**config.mk**
```make
export PLATFORM = sky130hd
export DESIGN_NAME = sid_oscillator
export DESIGN_NICKNAME = d
export VERILOG_FILES = /design/src/rtl/sid_oscillator.sv
export SDC_FILE = /design/constraint.sdc
export NUM_CORES = 1
export LEC_CHECK = 0
export CAP_MARGIN = 20
export CORE_MARGIN = 3
export CORE_UTILIZATION = 56
export DETAILED_ROUTE_END_ITERATION = 10
export GPL_TIMING_DRIVEN = 0
export PLACE_DENSITY = 0.95
export RECOVER_POWER = 50
export SLEW_MARGIN = 20
export SYNTH_ARGS = -nofsm -noshare
export SYNTH_HDL_FRONTEND = slang
export SYNTH_SLANG_ARGS = --single-unit
```
**constraint.sdc**
```tcl
create_clock -name clock -period 6.6 [get_ports clock]
set_input_delay 1.32 -clock clock [delete_from_list [all_inputs] [get_ports clock]]
set_output_delay 1.32 -clock clock [all_outputs]
set_load 0.02 [all_outputs]
```
**src/rtl/sid_oscillator.sv**
```systemverilog
// SID voice oscillator: 24-bit phase accumulator, 23-bit noise LFSR and a three-stage
// waveform compose pipeline. Define SID_COMBINED_WAVE_EN to take saw+tri from the ROM.
module sid_oscillator (
    input  logic        clock,
    input  logic        reset_n,
    input  logic        ce,
    input  logic [15:0] freq,
    input  logic [11:0] pw,
    input  logic [7:0]  control,
    input  logic        sync_in,
    input  logic        ring_msb_in,
    output logic [11:0] table_addr,
    input  logic [7:0]  table_data,
    output logic [11:0] wave_out,
    output logic        wave_valid,
    output logic        msb_out,
    output logic        msb_rise
);

    logic [23:0] acc_q, acc_d;
    logic [22:0] lfsr_q, lfsr_d;
    logic [11:0] wave_q, wave_d;
    logic        valid_q, valid_d;
    logic        rise_q, rise_d;
    logic        s1_q, s1_d;
    logic        s2_q, s2_d;

    logic        test_bit;
    logic        ring_m;
    logic [11:0] saw_w, tri_w, pulse_w, noise_w, mix_w;

    assign test_bit = control[3];

    always_comb begin
        ring_m  = acc_q[23] ^ (control[2] & ring_msb_in);
        saw_w   = acc_q[23:12];
        tri_w   = {acc_q[22:12] ^ {11{ring_m}}, 1'b0};
        pulse_w = (test_bit || (acc_q[23:12] >= pw)) ? 12'hFFF : 12'h000;
        noise_w = {lfsr_q[20], lfsr_q[18], lfsr_q[14], lfsr_q[11],
                   lfsr_q[9], lfsr_q[5], lfsr_q[2], lfsr_q[0], 4'b0};

        mix_w = '1;
        if (control[7]) mix_w = mix_w & noise_w;
        if (control[6]) mix_w = mix_w & pulse_w;
        if (control[5]) mix_w = mix_w & saw_w;
        if (control[4]) mix_w = mix_w & tri_w;
        if (control[7:4] == 4'b0000) mix_w = '0;
`ifdef SID_COMBINED_WAVE_EN
        if (control[7:4] == 4'b0011) mix_w = {table_data, 4'b0};
`endif
    end

    always_comb begin
        acc_d   = acc_q;
        lfsr_d  = lfsr_q;
        rise_d  = 1'b0;
        s1_d    = ce;
        s2_d    = s1_q;
        valid_d = s2_q;
        wave_d  = wave_q;

        if (ce) begin
            if (test_bit)
                acc_d = '0;
            else if (control[1] && sync_in)
                acc_d = '0;
            else
                acc_d = acc_q + {8'b0, freq};

            // a clear leaves acc_d[23]=0, so clearing can never look like a rise
            rise_d = ~acc_q[23] & acc_d[23];

            if (test_bit)
                lfsr_d = '1;
            else if (~acc_q[19] && acc_d[19])
                lfsr_d = {lfsr_q[21:0], lfsr_q[22] ^ lfsr_q[17]};
        end

        // acc/lfsr are stable here because ce pulses are at least 4 clocks apart
        if (s2_q)
            wave_d = mix_w;
    end

    always_ff @(posedge clock) begin
        if (!reset_n) begin
            acc_q   <= '0;
            lfsr_q  <= 23'h7FFFF8;
            wave_q  <= '0;
            valid_q <= 1'b0;
            rise_q  <= 1'b0;
            s1_q    <= 1'b0;
            s2_q    <= 1'b0;
        end else begin
            acc_q   <= acc_d;
            lfsr_q  <= lfsr_d;
            wave_q  <= wave_d;
            valid_q <= valid_d;
            rise_q  <= rise_d;
            s1_q    <= s1_d;
            s2_q    <= s2_d;
        end
    end

    assign table_addr = acc_q[23:12];
    assign wave_out   = wave_q;
    assign wave_valid = valid_q;
    assign msb_out    = acc_q[23];
    assign msb_rise   = rise_q;

`ifdef SID_COMBINED_WAVE_EN
    logic gate_unused;
    assign gate_unused = control[0];
`else
    logic gate_unused;
    assign gate_unused = control[0] ^ (^table_data);
`endif

endmodule

```
Word level (Yosys, flattened, before mapping)
Index checks and enable logic that the tools add are counted.
{"block": "word_totals", "inputBits": 49, "regBits": 63, "output_inout_bits": 27, "word_cells": 37}
{"block": "classes", "bitwise_logic": 10, "addsub": 1, "n_mux": 11, "magnitude_cmp": 1, "n_reduce_logical": 7}
{"cell": "2-to-1 mux 12 bit", "n": 6}
{"cell": "2-to-1 mux 24 bit", "n": 3}
{"cell": "2-to-1 mux 23 bit", "n": 2}
{"cell": "bitwise AND 12 bit", "n": 3}
{"cell": "adder 24 x 16 -> 24 bit", "n": 1}
{"cell": "greater-or-equal comparator 12 bit", "n": 1}
{"cell": "bitwise XOR 11 bit", "n": 1}
{"cell": "logical NOT 4 bit", "n": 1}
{"cell": "AND reduction 2 bit", "n": 2}
{"cell": "bitwise AND 1 bit", "n": 2}
{"cell": "logical AND 1 bit", "n": 2}
{"cell": "inverter 1 bit", "n": 2}
{"cell": "nonzero test 2 bit", "n": 1}
{"cell": "bitwise XOR 1 bit", "n": 2}
{"cell": "logical OR 1 bit", "n": 1}

Longest topological paths before layout
{"block": "logic_depth", "word_depth": 10, "depth_mapped": 9, "ltp_nobuf": 9}

Least setup slack after synthesis
Ideal clock, no wire load.
{"block": "synth_path", "path_type": "input to register", "from": "input port freq[0]", "to": "register acc_q[22]", "arrival_time_ns": 3.276, "setup_time_ns": 0.141, "slack_ns": 3.183, "cell_stages": 9, "required_ns": 6.459, "n_path_buf": 0, "cell_sequence": "ha_1 -> fa_1 -> a21oi_1 -> o22ai_2 -> a221oi_1 -> o211ai_2 -> a41oi_2 -> or4_1 -> a21oi_1"}
{"block": "synth_via", "elab_chain_len": 4}
{"element": "from (decl)", "line": "7", "text": "input logic [15:0] freq,"}
{"element": "adder 24 x 16 -> 24 bit", "line": "68", "text": "acc_d = acc_q + {8'b0, freq};"}
{"element": "2-to-1 mux 24 bit", "line": "65", "text": "else if (control[1] && sync_in)"}
{"element": "2-to-1 mux 24 bit", "line": "63", "text": "if (test_bit)"}
{"element": "2-to-1 mux 24 bit", "line": "62", "text": "if (ce) begin"}
{"element": "to (signal assigned)", "line": "86", "text": "acc_q <= '0;"}
{"element": "to (signal assigned)", "line": "94", "text": "acc_q <= acc_d;"}
{"element": "to (decl)", "line": "20", "text": "logic [23:0] acc_q, acc_d;"}
No other way between the ends. The select of a mux whose other input is x is not followed.
A chain may end at the register's enable or synchronous reset.

Worst setup path in the final report
{"block": "layout_path", "from": "input port freq[0]", "to": "register acc_q[18]"}
The elaborated chain is that of the path after synthesis.

==> results.py <==
metrics = {
    "outcome": {
        "status": "finished, final reports clean",
    },
    "die": {
        "design.core.area_um2": 6422,
        "die_h_um": 87.94,
        "dieWidth_um": 87.94,
        "num_rows": 29,
        "start_util_pct": 58.54,
        "io_pins": 76,
        "die_area_um2": 7733,
    },
    "synthesis": {
        "synth_flop_cell": "dfxtp_1",
        "yosys.area_share.simple_pct": 17.14,
        "synth_area_um2": 3760,
        "synth_edf_count": 0,
        "synth_compound_area_share_pct": 23.69,
        "post_synth_num_cell_types": 56,
        "synth-xor-area-share_pct": 5.824,
        "synth_top_family_by_area": "compound AO/OA/AOI/OAI gates",
        "syn_inst": 437,
        "avgSynthCellArea_um2": 8.604,
        "yosys-mux-area-fraction_pct": 1.597,
        "yosysWarnings": 0,
        "synthAdderAreaFrac_pct": 9.850,
        "yosysSeqAreaShare_pct": 33.54,
        "ys_ff_latch": 63,
        "ys_async_sr_fraction_pct": 0,
        "syn_nets": 515,
    },
    "power": {
        "pwr-share-seq_pct": 44.1,
        "internal_power_mw": 0.6593,
        "ir_drop_uv": 117.4,
        "p_sw_share_pct": 26.19,
        "p_leak_nw": 2.162,
        "power-per-cell-area_nw_per_um2": 189.9,
        "p_clk_share_pct": 41.5,
        "comb_power_share_pct": 14.5,
        "p_switching_mw": 0.2340,
    },
    "cts": {
        "cts-buffers-inserted": 9,
        "clk_pin_slew_worst_paths_ns": 0.08,
        "tritoncts": "done",
        "cts.sinks": 63,
        "clk-insertion-delay-late_ns": 0.35,
        "cts_hold_buf": 0,
        "post_cts_resized": 0,
        "cts_setup_buffers": 0,
        "clockBufferDepth": 2,
        "cts_max_level": 3,
        "clockRootBuffer": "clkbuf_8",
    },
    "global_route": {
        "antenna_found_initial": 0,
        "grt_pass1_wl_um": 15680,
        "grtUsageTotal_pct": 25.93,
        "grt_pass1_vias": 3385,
        "grt_max_degree": 12,
        "grt-ovfl-total": 0,
    },
    "timing": {
        "worst_slew_pin_slew_ns": 0.8214,
        "slew_viol_final": 0,
        "setup_tns_ns": 0,
        "rsz0062_at_grt": "false",
        "setup_viol": 0,
        "min_period_ns": 4.011,
        "fin_crit_sh_pct": 60.77,
        "hold_viol_final": 0,
        "fin_skew_ns": 0.008675,
        "relSlewSlack_pct": 44.99,
        "max_clock_freq_ghz": 0.2493,
    },
    "detailed_routing": {
        "ant_nets": 0,
        "drt_iter0_markers": 338,
        "vias": 3544,
        "top_layer": "met4",
        "drt-pass1-iter-count": 6,
        "vias_per_cell": 5.966,
        "drt-total-wl_um": 9769,
        "wl_met1_um": 4219,
        "wire_per_inst_um": 16.45,
        "drc": 0,
        "wl_met3_um": 615,
        "wl_met2_um": 4641,
    },
    "worst_setup_path": {
        "cp_cell_sequence": "clkdlybuf4s50_1 -> ha_1 -> fa_1 -> a21oi_1 -> o22ai_1 -> a221oi_1 -> o211ai_2 -> a41oi_2 -> or3_1 -> a21oi_1",
        "crit_top_cell": "a21oi_1",
        "slowest_delay_ns": 0.60,
        "cp-start-kind": "input pin",
        "worstSetupEndpointType": "register",
        "path_class": "in2reg",
        "crit_fanout": 6,
        "slowest_stage": "a221oi_1",
        "cp.arrival_ns": 4.21,
        "required_ns": 6.80,
    },
    "finish": {
        "synthToLayoutAreaGrowth_pct": 25.09,
        "multi_input_area_um2": 2178,
        "drive_gt1_share_pct": 7.737,
        "regArea_um2": 1261,
        "n_antenna_cell": 0,
        "final_util_pct": 73.23,
        "fillers": 461,
        "final_nets": 590,
    },
    "job": {
        "drv_cap": 0,
    },
    "placement": {
        "numPortBuffers": 64,
        "gp_congestion": 0.8979,
        "place.detailed.hpwl_um": 6959,
    },
    "hold_path": {
        "hp-class": "reg2reg",
    },
}
-- synth_stat cells, drive strengths merged, types with 3 or more instances --
cell / count / area [um2]
a22o: 15 / 131.4
inv: 35 / 131.4
a222oi: 8 / 80.08
and3b: 14 / 122.6
buf: 17 / 133.9
nor2b: 8 / 50.05
a311oi: 3 / 26.28
ha: 28 / 350.3
a32o: 3 / 30.03
dfxtp: 63 / 1261
nand2b: 3 / 18.77
mux2i: 6 / 60.06
a21oi: 26 / 130.1
xor2: 12 / 105.1
or3: 4 / 25.02
xnor2: 13 / 113.9
a31oi: 6 / 37.54
a21o: 5 / 37.54
a211oi: 3 / 35.03
and3: 3 / 18.77
o21ai: 33 / 165.2
clkbuf: 13 / 48.80
and2: 4 / 25.02
o211ai: 4 / 35.03
nand3: 10 / 55.05
or4: 3 / 22.52
nor2: 32 / 122.6
nand2: 39 / 146.4
-- sequential cells by signal, summed over array words and instances (netlist names) --
name	cells
acc_q	24
lfsr_q	23
wave_out	12
msb_rise	1
s1_q	1
s2_q	1
wave_valid	1
-- layout by cell type, fill, tap and decap left out, drive strengths merged, types with 3 or more instances in the layout --
cell type      Yosys  final
dfxtp             63     63
nand2             39     39
inv               35     35
clkdlybuf4s50      0     33
o21ai             33     33
nor2              32     32
dlygate4sd3        0     31
ha                28     28
a21oi             26     26
clkbuf            13     23
buf               17     17
a22o              15     15
and3b             14     14
xnor2             13     13
xor2              12     12
nand3             10     10
nor2b              8      8
a222oi             8      8
a31oi              6      6
mux2i              6      6
a21o               5      5
or3                4      4
and2               4      4
o211ai             4      4
nand2b             3      3
and3               3      3
a32o               3      3
a311oi             3      3
or4                3      3
a211oi             3      3
-- stage by stage --
| stage | setup WS, ns | power [mW] | hold WS, ns | instance area [um2] | std cells |
|---|---|---|---|---|---|
| after floorplan | 3.183 | 0.4811 | 0.4118 | 3760 | 437 |
| after global placement | 2.462 | 0.5236 | 0.4246 | 4497 | 578 |
| after detailed placement | 2.388 | 0.5296 | 0.4232 | 4497 | 578 |
| after CTS | 2.631 | 0.8957 | 0.4351 | 4710 | 594 |
| after global routing | 2.456 | 0.9269 | 0.4627 | 4703 | 594 |
| final | 2.589 | 0.8934 | 0.4373 | 4703 | 594 |
-- logic make-up after synthesis --
group | Yosys count
AO/OA/AOI/OAI | 124
AND/OR/NAND/NOR | 125
flip-flops | 63
XOR/XNOR | 25
adder cells (fa/ha/maj) | 29
buffers and inverters | 65
multiplexers | 6
-- final timing paths --
path              startpoint         to  slack (ns)  depth (start not counted)
setup / recovery     freq[0]  acc_q[18]        2.59                         10
hold / removal          s1_q       s2_q        0.44                          1
setup reg to reg    acc_q[0]  acc_q[18]        3.67                          9
hold reg to reg         s1_q       s2_q        0.44                          1
-- power groups by stage --
stage | clock (mW) | sequential [mW] | combinational [mW]
floorplan | 0 | 0.402 | 0.0792
detailed placement | 0 | 0.402 | 0.127
global route | 0.391 | 0.394 | 0.142
CTS | 0.373 | 0.394 | 0.130
global placement | 0 | 0.402 | 0.122
finish | 0.370 | 0.394 | 0.129
-- layer usage --
layer	GRT usage, %	up-vias
met4	13.53	0
li1	-	1697
met5	0	-
met3	5.927	31
met2	41.78	153
met1	32.26	1663
-- worst max-delay path, delay by kind of cell --
| family | cells | cell delay, ns |
|---|---|---|
| buf+inv | 1 | 0.40 |
| fa+ha+maj | 2 | 0.66 |
| compound gates | 6 | 1.68 |
| simple gates | 1 | 0.16 |
-- layout make-up --
type                            instances  area share (%)
Multi-Input combinational cell        309           46.32
Clock inverter                          6           1.809
Buffer                                 30           3.884
Sequential cell                        63           26.82
Timing Repair Buffer                   64           13.62
Inverter                               35           2.793
Clock buffer                           10           2.713
Tap cell                               77           2.048
Power figures use the tool's default switching activity.
